### config.mk
export PLATFORM = sky130hd
export DESIGN_NAME = regfile
export DESIGN_NICKNAME = d
export VERILOG_FILES = /design/src/rtl/regfile_pkg.sv /design/src/rtl/regfile.sv
export SDC_FILE = /design/constraint.sdc
export NUM_CORES = 1
export LEC_CHECK = 0
export CAP_MARGIN = 0
export CORE_AREA = 2 2 209 211
export DETAILED_ROUTE_END_ITERATION = 8
export DIE_AREA = 0 0 211 213
export PLACE_DENSITY = 0.62
export SLEW_MARGIN = 20
export SYNTH_ARGS = -nofsm -noshare
export SYNTH_HDL_FRONTEND = slang
export SYNTH_SLANG_ARGS = --single-unit
### constraint.sdc
create_clock -name clk -period 8.29 [get_ports clk]
set_clock_uncertainty 0.2 [all_clocks]
set_input_delay 2.0725 -clock clk [delete_from_list [all_inputs] [get_ports clk]]
set_output_delay 2.0725 -clock clk [all_outputs]
set_load 0.02 [all_outputs]
### src/rtl/regfile_pkg.sv
// Shared Y86 register-file definitions: data widths, architectural register IDs
// and the register-ID validity helper used by the write and read paths.
package regfile_pkg;

    localparam int WORD_W_DEF = 32;
    localparam int BYTE_W     = 8;
    localparam int NREGS_DEF  = 8;

    typedef enum logic [BYTE_W-1:0] {
        REAX  = 8'h0,
        RECX  = 8'h1,
        REDX  = 8'h2,
        REBX  = 8'h3,
        RESP  = 8'h4,
        REBP  = 8'h5,
        RESI  = 8'h6,
        REDI  = 8'h7,
        RNONE = 8'hF
    } reg_id_e;

    // RNONE is rejected explicitly so the check stays correct if NREGS grows past 15.
    function automatic logic id_ok(input logic [BYTE_W-1:0] id, input int nregs);
        return (int'(id) < nregs) && (id != RNONE);
    endfunction

endpackage

### src/rtl/regfile.sv
// Y86 register file: two synchronous write ports (E, M; M wins on conflict) and
// two combinational read ports with optional same-cycle write-through bypass.
module regfile
    import regfile_pkg::*;
#(
    parameter int WORD_W = WORD_W_DEF,
    parameter int NREGS  = NREGS_DEF,
    parameter int BYPASS = 1
) (
    input  logic              clk,
    input  logic              rst,
    input  logic              wb_en_i,
    input  logic [BYTE_W-1:0] dstE_i,
    input  logic [WORD_W-1:0] valE_i,
    input  logic [BYTE_W-1:0] dstM_i,
    input  logic [WORD_W-1:0] valM_i,
    input  logic [BYTE_W-1:0] srcA_i,
    input  logic [BYTE_W-1:0] srcB_i,
    output logic [WORD_W-1:0] valA_o,
    output logic [WORD_W-1:0] valB_o
);

    localparam int IDX_W = (NREGS > 1) ? $clog2(NREGS) : 1;

    logic [WORD_W-1:0] r_regs [NREGS];

    logic              w_e_ok;
    logic              w_m_ok;
    logic              w_byp;
    logic [BYTE_W-1:0] w_src [2];
    logic [WORD_W-1:0] w_rd  [2];

    assign w_e_ok   = wb_en_i && id_ok(dstE_i, NREGS);
    assign w_m_ok   = wb_en_i && id_ok(dstM_i, NREGS);
    assign w_byp    = (BYPASS != 0);
    assign w_src[0] = srcA_i;
    assign w_src[1] = srcB_i;

    // NOTE: the storage array is reset explicitly because reset must clear every
    // architectural register; that keeps it in flops rather than a RAM macro.
    always_ff @(posedge clk) begin
        if (rst) begin
            for (int i = 0; i < NREGS; i++) begin
                r_regs[i] <= '0;
            end
        end else begin
            if (w_e_ok) begin
                r_regs[dstE_i[IDX_W-1:0]] <= valE_i;
            end
            // Last non-blocking assignment wins: M overrides E (popl %esp rule).
            if (w_m_ok) begin
                r_regs[dstM_i[IDX_W-1:0]] <= valM_i;
            end
        end
    end

    // NOTE: combinational logic uses blocking assignments with a default first,
    // so every path assigns w_rd and no latch is inferred.
    always_comb begin
        for (int p = 0; p < 2; p++) begin
            w_rd[p] = '0;
            if (!rst) begin
                if (id_ok(w_src[p], NREGS)) begin
                    w_rd[p] = r_regs[w_src[p][IDX_W-1:0]];
                end
                // M is checked last so it takes priority over E, matching the write path.
                if (w_byp && w_e_ok && (w_src[p] == dstE_i)) begin
                    w_rd[p] = valE_i;
                end
                if (w_byp && w_m_ok && (w_src[p] == dstM_i)) begin
                    w_rd[p] = valM_i;
                end
            end
        end
    end

    assign valA_o = w_rd[0];
    assign valB_o = w_rd[1];

endmodule

; ---- Word level (Yosys, flattened, before mapping)
; Memories as Yosys holds them, arrays and structs flattened.
; Index checks and enable logic that the tools add are counted.
[word_totals]
register_bits = 0
ram_bits = 256
in_bits = 99
n_memories = 1
[op_classes]
magnitude_cmp = 4
n_eq_ne = 8
mux = 22
reduce_logical = 12
[memory_table]
columns = memory, depth, width, read_ports, rd_clocked_by_memory_dff, write_ports, line
row1 = r_regs, 8, 32, 2, 0, 8, regfile.sv:25  ; logic [WORD_W-1:0] r_regs [NREGS];
[ops]
columns = op, n
row1 = $mux 32, 10
row2 = $reduce_or 32->1, 2
row3 = $eq 8x8->1, 4
row4 = $lt 8x4->1 const B, 4
row5 = $ne 8x4->1 const B, 4
row6 = $logic_and 1x1->1, 10
row7 = $mux 1, 10
row8 = $mux 3, 2

; ---- Longest topological paths before layout
; Gate-level depths: netlist (run 1).
[depth]
word_depth = 8
ltp_mapped = 8
mapped_depth_nobuf = 5

; ---- Least setup slack after synthesis (run 1)
; No wires, ideal clock.
[synth_timing]
path_kind = input to output
startpoint = in dstM_i[0]
endpoint = out valB_o[30]
arrival_ps = 3753
t_required_ps = 6017
slack_ps = 2264
stages = 6
n_path_buf = 2
cell_sequence = buf_2 > xor2_1 > nor4_1 > nand3_1 > buf_2 > a311oi_1
[synth_between]
elab_chain_cells = 6
word_cells_on_any_way = 8
cone_classes = 1 x order compare / 2 x eq/ne / 2 x mux / 3 x reduce/logical
[synth_rtl]
columns = item, line
row1 = "start, declared", regfile.sv:15  ; input logic [BYTE_W-1:0] dstM_i,
row2 = $lt 8x4->1 / $ne 8x4->1 (equally long branches), regfile_pkg.sv:23  ; return (int'(id) < nregs) && (id != RNONE);
row3 = $logic_and 1x1->1, regfile_pkg.sv:23
row4 = $logic_and 1x1->1, regfile.sv:34  ; assign w_m_ok = wb_en_i && id_ok(dstM_i, NREGS);
row5 = $logic_and 1x1->1 (*), regfile.sv:70  ; if (w_byp && w_m_ok && (w_src[p] == dstM_i)) begin
row6 = $mux 32 (*), regfile.sv:70
row7 = $mux 32 (*), regfile.sv:62  ; if (!rst) begin
row8 = "end, declared", regfile.sv:20  ; output logic [WORD_W-1:0] valB_o
; Mark *: on every way between the ends. The rest lies on a longest branch, timed or not.

; ---- Worst setup path in the final report (run 1)
[layout_timing]
startpoint = in dstE_i[2]
endpoint = out valA_o[16]
[layout_between]
elab_chain_cells = 7
word_cells_on_any_way = 9
cone_classes = 1 x order compare / 2 x eq/ne / 3 x mux / 3 x reduce/logical
[layout_rtl]
columns = item, line
row1 = "start, declared", regfile.sv:13  ; input logic [BYTE_W-1:0] dstE_i,
row2 = $lt 8x4->1 / $ne 8x4->1 (equally long branches), regfile_pkg.sv:23
row3 = $logic_and 1x1->1, regfile_pkg.sv:23
row4 = $logic_and 1x1->1, regfile.sv:33  ; assign w_e_ok = wb_en_i && id_ok(dstE_i, NREGS);
row5 = $logic_and 1x1->1 (*), regfile.sv:67  ; if (w_byp && w_e_ok && (w_src[p] == dstE_i)) begin
row6 = $mux 32 (*), regfile.sv:67
row7 = $mux 32 (*), regfile.sv:70
row8 = $mux 32 (*), regfile.sv:62
row9 = "end, declared", regfile.sv:19  ; output logic [WORD_W-1:0] valA_o,
; Marks and branches as above.

==> summary.md, run 1 <==
Compared with the post-synthesis result, the final layout area differs by 16.4%. The synthesized design contains 256 enable-type register cells. Derived from the worst setup path, the maximum achievable clock frequency is 0.126 GHz. STA classifies the critical path endpoint as an output port. The routed design could run at a clock period as short as 7.91 ns.

In this run the count of I/O pins placed on the die edge is 163. The total track usage is 0.281, and the violation count after the first detailed-routing iteration is 1876. The run gives 42700 sq um as the floorplan core area.

During placement, the flow inserted port buffers numbering 162. The number of antenna violations at the first check in global routing was 2; the maximum fanout along the worst path was 15. For the max-cap violation count, the log shows 0. Critical-path cell with the highest stage delay: sky130_fd_sc_hd__nor3_4.

For the pin count of the biggest net entering global routing, the log shows 66. After legalization and detailed placement, the total HPWL measured 37.4 mm. The number of nets handed over by synthesis was 1721. The worst setup path is launched from an input port. The worst setup timing slack at the placement stage is 0.497 ns.

For the worst setup path, the data arrival time is 5.63 ns. The final route contains 14.3k vias. The fraction of registers with async set or reset after synthesis works out to 0. The worst hold path belongs to the class in2reg. The fraction of layout cells with a size suffix above 1 was 0.198.

The register name with the most flops was r_regs. The first detailed-routing pass took 6 iterations. The longest individual stage delay on the worst path is 0.74 ns, and the height of the die is 213 um. Number of rows in the core area: 76. The cell seen most often among critical-path stages was sky130_fd_sc_hd__clkdlybuf4s50_1. Yosys printed 0 warnings. Final number of max-transition violations: 0. Power comes to 3.24 mW. The run gives 3 as the number of buffers on the longest clock path. Once the clock tree was built, the setup fixing pass inserted 0 buffers. Ranked by total cell area, the synthesized netlist is headed by sky130_fd_sc_hd__edfxtp_1, sky130_fd_sc_hd__mux4_2, sky130_fd_sc_hd__nand2_1. For this design the static power due to leakage is 6.32 nW.

The first element of the critical path is dstE_i[2]. The logs give 142 uV for the maximum vdd drop and 0 for the number of buffers inserted for hold repair after clock tree synthesis. The flow ran to the end, and the final reports show no timing, DRC or antenna violations. The number of clock buffers added by TritonCTS is 29. Setup repair after global routing left no endpoint under its margin.

The overall routed net length was 63.5 mm; the antenna violation net count after detailed routing was 0. The first global-routing pass estimated 92.2 mm of wire. The number of gates resized after CTS was 0.

The worst-case headroom to the max-slew limit is 0.289, and the H-tree depth is 1. Synthesis handed over a netlist of 1622 instances. The starting density of the core came out at 0.406. Summed over all layers, the global routing overflow is 0. The transition time at the pin with the least slew margin was 1.07 ns. The largest registers in the layout are r_regs x256. The power density normalized to cell area was 161 nW/um^2; the clock edge transition at the registers on the reported setup and hold paths was 0.06 ns. The die width came out at 211 um.

In this run the cell area of the synthesized design comes to 17300 sq um. The sequential fraction of the synthesis area was 0.444. Of all cell types, the one taking the most synthesized area is sky130_fd_sc_hd__edfxtp_1. The worst path required time is 6.02 ns, and the proportion of netlist area held by the largest area contributor is 0.444. Following the worst setup path forward leads to its endpoint at valA_o[16]. The category of the critical setup timing path was in2out.

The primary flip-flop cell chosen by synthesis mapping is sky130_fd_sc_hd__edfxtp_1. After synthesis, the mean cell area works out to 10.7 sq um. Across all setup checks in the final design, the least slack found is 0.383 ns.

Fill cells in the final layout number 3871. The flip-flop count of the largest register after layout was 256; the total of flip-flops plus latches after synthesis was 256. At the end of routability-driven placement, the weighted congestion stood at 0.844.

The routed via count divided by cell count was 6.41; the per-cell routed wire length was 28.5 um. TritonCTS built the clock tree. Number of global-route vias before repair: 14.4k.

The tools report the root buffer selected by CTS as sky130_fd_sc_hd__clkbuf_16. The netlist uses 39 different library cells. Walking the worst path, the cells encountered are clkdlybuf4s50_1 > xnor2_1 > nand4_1 > nor3_4 > buf_4 > nand2_1 > a311oi_1 > clkdlybuf4s50_1. The remaining routing DRC violations is 0. In the final timing run, aggregate negative setup slack is 0 ns. The run gives 0 as the final hold violation count. Final-stage net count: 1760. The clock sink count was 256. The post-route fraction of the period consumed by the critical path works out to 0.954. The floorplan step defined a die boundary enclosing 44900 sq um. The number of setup violations in the final report came out at 0.
[layout by cell type (no fill, tap or decap), types with 3 or more instances in the layout]
master	netlist	final
sky130_fd_sc_hd__buf_2	60	5
sky130_fd_sc_hd__mux2_2	64	64
sky130_fd_sc_hd__o21ai_1	54	54
sky130_fd_sc_hd__a22o_1	84	84
sky130_fd_sc_hd__a311oi_1	63	63
sky130_fd_sc_hd__nand3b_1	3	3
sky130_fd_sc_hd__clkdlybuf4s50_1	0	155
sky130_fd_sc_hd__clkbuf_16	0	29
sky130_fd_sc_hd__o21ai_0	86	86
sky130_fd_sc_hd__nor2_1	74	70
sky130_fd_sc_hd__xnor2_1	16	16
sky130_fd_sc_hd__nand4_1	5	5
sky130_fd_sc_hd__buf_4	22	58
sky130_fd_sc_hd__nand3_1	101	99
sky130_fd_sc_hd__nor3_4	0	3
sky130_fd_sc_hd__xor2_1	16	16
sky130_fd_sc_hd__nor2_2	2	3
sky130_fd_sc_hd__or3_1	12	11
sky130_fd_sc_hd__buf_12	0	4
sky130_fd_sc_hd__nor4b_4	2	3
sky130_fd_sc_hd__nor4_4	3	3
sky130_fd_sc_hd__clkinv_2	0	8
sky130_fd_sc_hd__clkbuf_1	127	3
sky130_fd_sc_hd__clkinv_1	0	8
sky130_fd_sc_hd__nor3_2	5	4
sky130_fd_sc_hd__mux4_2	128	128
sky130_fd_sc_hd__bufinv_16	0	3
sky130_fd_sc_hd__nor2_4	0	3
sky130_fd_sc_hd__nand3_2	1	3
sky130_fd_sc_hd__nor4_1	6	4
sky130_fd_sc_hd__edfxtp_1	256	256
sky130_fd_sc_hd__nand2_1	410	410
[Yosys cell counts (2+ instances only)]
| cell | n |
|---|---|
| sky130_fd_sc_hd__or3_1 | 12 |
| sky130_fd_sc_hd__buf_2 | 60 |
| sky130_fd_sc_hd__mux2_2 | 64 |
| sky130_fd_sc_hd__mux4_2 | 128 |
| sky130_fd_sc_hd__nand3_1 | 101 |
| sky130_fd_sc_hd__buf_1 | 4 |
| sky130_fd_sc_hd__o21ai_1 | 54 |
| sky130_fd_sc_hd__nor2_2 | 2 |
| sky130_fd_sc_hd__nor2_1 | 74 |
| sky130_fd_sc_hd__nor3_1 | 2 |
| sky130_fd_sc_hd__xnor2_1 | 16 |
| sky130_fd_sc_hd__nor3_2 | 5 |
| sky130_fd_sc_hd__a311oi_1 | 63 |
| sky130_fd_sc_hd__nand3b_1 | 3 |
| sky130_fd_sc_hd__nor4_4 | 3 |
| sky130_fd_sc_hd__clkbuf_1 | 127 |
| sky130_fd_sc_hd__nand2_1 | 410 |
| sky130_fd_sc_hd__nand4_1 | 5 |
| sky130_fd_sc_hd__nor4_1 | 6 |
| sky130_fd_sc_hd__xor2_1 | 16 |
| sky130_fd_sc_hd__buf_4 | 22 |
| sky130_fd_sc_hd__edfxtp_1 | 256 |
| sky130_fd_sc_hd__nor2b_1 | 3 |
| sky130_fd_sc_hd__o21ai_0 | 86 |
| sky130_fd_sc_hd__a22o_1 | 84 |
| sky130_fd_sc_hd__nor4b_4 | 2 |
| sky130_fd_sc_hd__or4_1 | 2 |
[layout make-up]
type / count / area (sq um) / area share
Antenna cell: 2 / 5.00 / 0.000248
Clock buffer: 32 / 737 / 0.0365
Clock inverter: 22 / 186 / 0.00924
Inverter: 1 / 3.75 / 0.000186
Multi-Input combinational cell: 1151 / 8780 / 0.435
Sequential cell: 256 / 7690 / 0.381
Tap cell: 546 / 683 / 0.0339
Timing Repair Buffer: 222 / 2090 / 0.104
[cells by family after synthesis]
group | Yosys count | synth area share
AOI/OAI and AO/OA | 290 | 0.117
xor gates and xnor gates | 32 | 0.0162
buffers and inverters | 215 | 0.0557
DFF | 256 | 0.444
muxes | 192 | 0.208
and+or+nand+nor | 637 | 0.160
[how the worst min path moves through the flow]
stage,startpoint,end,depth (start not counted)
3_3_place_gp,valM_i[21],r_regs[3][21],3
4_1_cts,valE_i[22],r_regs[6][22],3
6_report,valM_i[22],r_regs[6][22],3
3_5_place_dp,valE_i[22],r_regs[6][22],3
5_1_grt,valM_i[13],r_regs[4][13],3
2_1_floorplan,rst,r_regs[3][0],4
[through the flow]
step	cells	hold slack, ns	cell area, sq um	util
detailed placement	2176	2.81	19200	0.451
finish	2232	2.25	20200	0.472
floorplan	1622	2.28	17300	-
global route	2230	2.27	20200	0.472
global placement	2176	2.81	19200	0.451
CTS	2230	2.21	20200	0.472
[metal layers]
| metal | GRT usage | part of all wire | wire length [um] | up-vias |
|---|---|---|---|---|
| met3 | 0.0515 | 0.10 | 6630 | 166 |
| met1 | 0.362 | 0.38 | 24000 | 7026 |
| met5 | 0 | 0.00019 | 12 | - |
| met4 | 0.124 | 0.040 | 2520 | 2 |
| met2 | 0.465 | 0.48 | 30400 | 956 |
| li1 | - | - | - | 6158 |
[power by group]
part / internal [mW] / leakage, nW / switching [mW] / total, mW
combinational: 0.202 / 3.43 / 0.233 / 0.436
sequential: 1.49 / 2.43 / 0.0324 / 1.52
clock: 0.732 / 0.460 / 0.553 / 1.29
[worst max-delay path, delay by kind of cell]
family	cells	cell delay, ns
and+or+nand+nor	3	1.12
AOI/OAI and AO/OA	1	0.34
buffers and inverters	3	1.74
xor gates and xnor gates	1	0.36
No activity file was read; power rests on OpenSTA's default activity.
==> run 2, diff against run 1 <==
Settings changed: ABC_AREA from default to 1, CORE_AREA 2 2 209 211 to 2 2 218 220, DIE_AREA 0 0 211 213 to 0 0 220 222, PLACE_DENSITY 0.62 to 0.61.
Clock period 8.29 ns to 10.05 ns, I/O delays scaled along.
==> run 2 against run 1 <==
Critical path depth rose by 1; final cell count rose by 51%; clock-buffer cell count rose by 2; sequential cell count did not move; largest power group unchanged; highest routed layer unchanged.
==> summary.md, run 2 <==
The count of distinct cell types in the synthesized netlist is 29 (-26%). The total track usage is 0.323 (+0.0422). For the number of buffers inserted for hold repair after clock tree synthesis, the log shows 0 (unchanged).

Number of enable-type register cells in the synthesized netlist: 256 (unchanged). The maximum vdd drop was 119 uV (-16%). For the violation count after the first detailed-routing iteration, the log shows 3117 (+66%). Proportion of power drawn by combinational gates: 0.167 (+0.033). The primary flip-flop cell chosen by synthesis mapping is sky130_fd_sc_hd__edfxtp_1. For the synthesized net count, the log shows 2796 (+62%). The post-synthesis cell type with the largest combined area is sky130_fd_sc_hd__edfxtp_1.

The tools report the number of buffers on the longest clock path as 3 (unchanged). The top achievable clock speed was 0.111 GHz; the number of global-route vias before repair was 19.6k (+36%). After synthesis, the cell types taking the most area are sky130_fd_sc_hd__edfxtp_1, sky130_fd_sc_hd__nand2_1, sky130_fd_sc_hd__nand3_1.

The proportion of netlist area held by the largest area contributor was 0.409 (-0.0346). The overall die area is 48800 sq um (+8.7%), and the switching fraction of total power is 0.293 (+0.0403). Setup repair after global routing left no endpoint under its margin. The largest delay contributor family on the critical path was buffers and inverters. The tools report the worst-case headroom to the max-slew limit as 0.170 (-0.119).

The static power due to leakage is 9.32 nW (+47%), and the portion of total power attributed to the clock network is 0.380 (-0.016). The type of the worst min-delay path was in2reg. The floorplan core area came out at 46300 sq um (+8.3%). The per-cell routed wire length is 24.0 um (-16%). The total of flip-flops plus latches after synthesis was 256 (unchanged); the area used by multi-input combinational logic was 8820 sq um (+0.44%). The sum of negative setup slack was 0 ns (unchanged). The number of setup violations in the final report was 0 (unchanged). The run gives 21500 sq um (+6.4%) as the post-route cell area. Compared with the post-synthesis result, the final layout area differs by 14.2%.

Most frequent cell after synthesis: sky130_fd_sc_hd__nand2_1. The I/O pin total was 163 (unchanged); the global-route congestion overflow total was 0 (unchanged). In the final layout, the registers with the most flip-flops are r_regs x256. The number of rows in the core area was 79 (+3.9%); the maximum fanout along the worst path was 19 (+4). The fraction of layout cells with a size suffix above 1 was 0.0541 (-0.144); the final hold violation count was 0 (unchanged). Sequential standard cell area: 7690 sq um (unchanged). Die width: 220 um (+4.3%).

The transition time at the pin with the least slew margin was 1.24 ns (+0.178 ns). The H-tree depth is 1 (unchanged). The tools report the worst path required time as 7.34 ns (+1.32 ns).

The fraction of registers with async set or reset after synthesis is 0 (unchanged). TritonCTS built the clock tree. The shortest period the worst path allows is 8.97 ns, and the post-synthesis instance total is 2697 (+66%). The buffer count from post-CTS setup fixing was 0 (unchanged); the final core area utilization was 0.464 (-0.00843).

The root buffer selected by CTS was sky130_fd_sc_hd__clkbuf_16. The power density normalized to cell area came out at 128 nW/um^2 (-21%). The run gives 86 (+30%) as the pin count of the biggest net entering global routing. The tools report the worst hold-check slack as 2.46 ns (+0.210 ns). The sequential fraction of the synthesis area was 0.409 (-0.0346). Walking the worst path, the cells encountered are clkdlybuf4s50_1 > xor2_1 > nor2b_1 > nand3_1 > buf_4 > nand2_1 > nor2_1 > nor2_1 > clkdlybuf4s50_1.

The longest individual stage delay on the worst path works out to 0.84 ns (+0.10 ns). The total of buffers placed on input and output ports is 162 (unchanged), and the internal power is 1.94 mW (-20%). The capturing element type of the critical path was an output port.

The run gives 0.453 (-0.016) as the sequential share of power. For the final-layout fill cell count, the log shows 4603 (+19%). Count of yosys warnings during synthesis: 0 (unchanged). Ranked by instance count, the synthesized netlist is headed by sky130_fd_sc_hd__nand2_1, sky130_fd_sc_hd__nand3_1, sky130_fd_sc_hd__inv_1, sky130_fd_sc_hd__edfxtp_1, sky130_fd_sc_hd__nor2_1.

Counting flops per register, the top entry is r_regs. The vias after detailed routing is 20.6k (+44%), and the overall routed net length is 80.8 mm (+27%). The final number of max-transition violations was 0 (unchanged). Data arrival time of the worst path: 6.26 ns (+0.63 ns). Area after detailed placement: 20500 sq um (+6.6%).

The starting density of the core was 0.406 (about the same). The final-stage net count was 2830 (+61%); the number of buffers created by CTS was 29 (unchanged). The logs give 0 (unchanged) for the remaining routing DRC violations and 0 (-2) for the number of antenna violations at the first check in global routing. Routed via count divided by cell count: 6.12 (-4.5%). The critical-path cell with the highest stage delay is sky130_fd_sc_hd__clkdlybuf4s50_1.

The tools report the antenna cell count as 0 (-2). Clock edge transition at the registers on the reported setup and hold paths: 0.06 ns (about the same). The top cell types in the final layout, fill and taps aside, are sky130_fd_sc_hd__nand2_1, sky130_fd_sc_hd__nand3_1, sky130_fd_sc_hd__inv_1. The tools report the startpoint type of the worst setup path as an input port. The average cell area after synthesis works out to 6.97 sq um (-35%).

The post-route fraction of the period consumed by the critical path came out at 0.893. The tools report the clock sink count as 256 (unchanged). The run finished with clean final reports. The flip-flop count of the largest register after layout came out at 256 (unchanged). The run gives 0 (unchanged) as the max-cap violation count. The number of iterations in the first detailed-routing pass was 6 (unchanged). The net switching component of the power is 0.802 mW (-2.1%), and the post-synthesis instance area is 18800 sq um (+8.4%). The worst setup path is of the in2out kind. The post-cts resize count is 0 (unchanged), and the buffer and inverter count on the worst path is 3 (unchanged). The antenna violation net count after detailed routing is 0 (unchanged).

Leaving out fill and tap cells, the most frequent cell in the layout is sky130_fd_sc_hd__nand2_1. The global-route wire length before repair came out at 120 mm (+30%). The global placer's final weighted congestion was 0.865 (+2.5%); the height of the die was 222 um (+4.2%).

The total power is 2.74 mW (-16%), and the half-perimeter wire length after placement is 44.5 mm (+19%).
==> run 2: cell types whose count changed in the layout (fill, tap and decap cells not counted), sizes merged, moves of 59 or more <==
cell and change:
mux4 -128, inv +353, nand4 +59, nand2 +356, o22ai +192, o21ai -76, nor2 +155, mux2 -64
a311oi -63, nand3 +424, a22o -84
==> run 2: power by group through the flow <==
stage          clock network [mW]  registers, mW  logic, mW
5_1_grt                      1.07           1.25      0.489
3_5_place_dp                    0           1.26      0.438
3_3_place_gp                    0           1.26      0.431
2_1_floorplan                   0           1.26      0.270
6_report                     1.04           1.24      0.456
4_1_cts                      1.04           1.24      0.440
==> run 2: metal layers <==
| metal | global-route usage | routed length [um] | vias to the layer above |
|---|---|---|---|
| li1 | - | - | 9047 |
| met5 | 0.00707 | 51 | - |
| met1 | 0.431 | 30400 | 9606 |
| met3 | 0.0669 | 10900 | 294 |
| met2 | 0.499 | 35500 | 1623 |
| met4 | 0.152 | 3870 | 3 |
==> run 2: final timing paths <==
| path | slack, ns | depth (start not counted) | from | to |
|---|---|---|---|---|
| worst max-delay path | 1.08 | 9 | dstM_i[0] | valB_o[0] |
| worst min-delay path | 2.46 | 3 | valM_i[3] | r_regs[6][3] |
==> run 2: through the flow <==
| step | setup WS [ns] | instances |
|---|---|---|
| final | 1.08 | 3360 |
| after detailed placement | 1.22 | 3304 |
| after floorplan | 3.65 | 2697 |
| after global routing | 1.02 | 3360 |
| after CTS | 1.24 | 3357 |
| after global placement | 1.16 | 3304 |
==> run 2: final cells by class <==
class | instances | share of cell area
Tap cell | 607 | 0.0354
Sequential cell | 256 | 0.358
Clock buffer | 34 | 0.0347
Timing Repair Buffer | 208 | 0.0919
Inverter | 356 | 0.0625
Clock inverter | 19 | 0.00664
Multi-Input combinational cell | 1880 | 0.411
==> run 2: cell families (layout without fill, tap and decap cells) <==
kind of cell | count (synthesis) | in the layout | share of synthesized area
simple gates | 1598 | 1598 | 0.372
buf+inv | 561 | 617 | 0.126
compound gates | 262 | 262 | 0.0834
flops | 256 | 256 | 0.409
xor+xnor | 20 | 20 | 0.00932
==> run 2: worst min-delay path, stage by stage <==
cell                              delay, ns
sky130_fd_sc_hd__clkdlybuf4s50_1       0.50
sky130_fd_sc_hd__nand2_1               0.06
sky130_fd_sc_hd__o21ai_1               0.06
==> run 3, diff against run 2 <==
--- a/constraint.sdc
+++ b/constraint.sdc
@@ -3,3 +3,3 @@
 set_input_delay 2.5125 -clock clk [delete_from_list [all_inputs] [get_ports clk]]
 set_output_delay 2.5125 -clock clk [all_outputs]
-set_load 0.02 [all_outputs]
+set_load 0.01 [all_outputs]
==> run 3 against run 2 <==
Sequential power about the same; maximum frequency increased by 2.8%; total power grew 7.7%; sequential share of layout area fell by 0.33 points.
==> summary.md, run 3 (synthesis gave the netlist of run 2 again) <==
The worst hold path belongs to the class in2reg. The number of buffers on the longest clock path was 3 (unchanged); the die width was 220 um (unchanged). The shortest period the worst path allows was 8.73 ns (-0.247 ns).

The transition time at the pin with the least slew margin came out at 1.27 ns (+0.0253 ns). The fraction of layout cells with a size suffix above 1 is 0.0548 (+0.000707). The run gives 0 (unchanged) as the remaining routing DRC violations.

The floorplan core area was 46300 sq um (unchanged). The run gives 0.321 (-0.00214) as the total track usage. The buffer and inverter count on the worst path was 5 (+2); the maximum fanout along the worst path was 33 (+14). Setup repair after global routing left no endpoint under its margin. The top achievable clock speed is 0.115 GHz (+2.8%), and the number of antenna violations at the first check in global routing is 0 (unchanged).

The worst path required time was 7.34 ns (about the same); the number of buffers created by CTS was 30 (+3.4%). The post-route fraction of the period consumed by the critical path works out to 0.868 (-0.0246). Most common library cell in the layout ignoring fill and taps: sky130_fd_sc_hd__nand2_1.

The run gives 79 (unchanged) as the number of rows in the core area. The tools report the final-stage net count as 2830 (unchanged). The flip-flop count of the largest register after layout was 256 (unchanged). For the number of global-route vias before repair, the log shows 19.8k (+1.4%). The starting density of the core came out at 0.406 (unchanged). The tools report the static power due to leakage as 9.40 nW (+0.86%). In the final layout, the registers with the most flip-flops are r_regs x256. The routed via count divided by cell count was 6.12 (-0.11%). The H-tree depth is 1 (unchanged), and the vias after detailed routing is 20.6k (-0.083%). The flow ran to the end, and the final reports show no timing, DRC or antenna violations.

For the clock sink count, the log shows 256 (unchanged). The run gives 113 uV (-5.5%) as the maximum vdd drop. Number of iterations in the first detailed-routing pass: 8 (+2). The global-route wire length before repair was 119 mm (-0.84%); the violation count after the first detailed-routing iteration was 3001 (-3.7%).

The power density normalized to cell area is 136 nW/um^2 (+6.7%), and the longest individual stage delay on the worst path is 0.53 ns (-0.31 ns). The run gives 163 (unchanged) as the I/O pin total. The critical path goes through clkdlybuf4s50_1 > nor2_1 > nand3_1 > nor2_4 > buf_4 > inv_2 > nor2_2 > buf_4 > nor2_1 > nor2_1 > nor2_1 > clkdlybuf4s50_1.

The height of the die works out to 222 um (unchanged). The total of buffers placed on input and output ports works out to 162 (unchanged). Clock edge transition at the registers on the reported setup and hold paths: 0.06 ns (about the same). Compared with the post-synthesis result, the final layout area differs by 15.3%. Final hold violation count: 0 (unchanged). The number of setup violations in the final report came out at 0 (unchanged).

STA classifies the critical path startpoint as an input port. Leaving out fill and tap cells, the most frequent cells in the layout are sky130_fd_sc_hd__nand2_1, sky130_fd_sc_hd__nand3_1, sky130_fd_sc_hd__inv_1. The largest individual stage delay along the critical path comes from the cell sky130_fd_sc_hd__nor2_2. The data arrival time of the worst path is 6.01 ns (-0.25 ns). The overall routed net length was 80.1 mm (-0.84%); the antenna violation net count after detailed routing was 0 (unchanged). The worst setup path is captured at an output port.

The number of buffers inserted for hold repair after clock tree synthesis was 0 (unchanged); the max-cap violation count was 0 (unchanged). The tools report the sum of negative setup slack as 0 ns (unchanged). The tree is rooted in a sky130_fd_sc_hd__clkbuf_16. Counting flops per register, the top entry is r_regs. The tools report the overall die area as 48800 sq um (unchanged). The category of the critical setup timing path was in2out. The logs give 0 (unchanged) for the antenna cell count and 0 (unchanged) for the global-route congestion overflow total. The run gives 87 (+1.2%) as the pin count of the biggest net entering global routing. The total instance count after detailed placement was 3305 (+0.030%); the buffer count from post-CTS setup fixing was 0 (unchanged). The worst-case headroom to the max-slew limit was 0.152 (-0.0178); the final number of max-transition violations was 0 (unchanged). The half-perimeter wire length after placement is 44.7 mm (+0.45%), and the per-cell routed wire length is 23.8 um (-0.87%). The logs give 0 (unchanged) for the post-cts resize count and 0.862 (-0.31%) for the global placer's final weighted congestion.

For the count of placed standard cells in the final layout, fillers left out, the log shows 3361 (+0.030%). Largest delay contributor family on the critical path: buffers and inverters. Cell seen most often among critical-path stages: sky130_fd_sc_hd__nor2_1. TritonCTS built the clock tree.
[run 3: cell types whose count changed in the layout (fill, tap and decap cells not counted), sizes merged]
cell / delta
clkbuf: +1
buf: -1
bufinv: +7
clkinv: -8
clkinvlp: +2
[run 3: layout make-up]
cell class | count | area, sq um
multi-input cells | 1880 | 8810
clock inverters | 20 | 337
fillers | 4644 | 24600
repair buffers | 207 | 1970
well taps | 607 | 759
flip-flops and latches | 256 | 7690
clock buffers | 35 | 769
inverters | 356 | 1340
[run 3: per-stage QoR]
stage,setup WS [ns],hold slack [ns],instance area (sq um),utilization,power (mW)
detailed placement,1.43,3.05,20500,0.444,1.70
CTS,1.43,2.45,21600,0.468,2.93
global route,1.24,2.49,21700,0.468,3.02
floorplan,3.75,2.50,18800,-,1.53
finish,1.32,2.45,21700,0.468,2.95
global placement,1.47,3.05,20500,0.443,1.69
[run 3: per-layer routing]
layer  vias up  global-route usage  part of all wire
met5         -                   0                 0
met4         0               0.158             0.045
met3       299              0.0760              0.14
met2      1644               0.486              0.44
met1      9560               0.428              0.38
li1       9053                   -                 -
[run 3: worst paths after layout]
check  depth (start not counted)  slack [ns]       from            to
min                            3        2.45  valM_i[8]  r_regs[6][8]
max                           12        1.32  dstE_i[7]     valB_o[2]
[run 3: where the power goes]
group          leakage [nW]  total (mW)  switching (mW)  internal (mW)
sequential             2.43        1.24          0.0143           1.23
combinational          6.43       0.454           0.323          0.131
clock                 0.532        1.25           0.478          0.776
total                  9.40        2.95           0.815           2.13
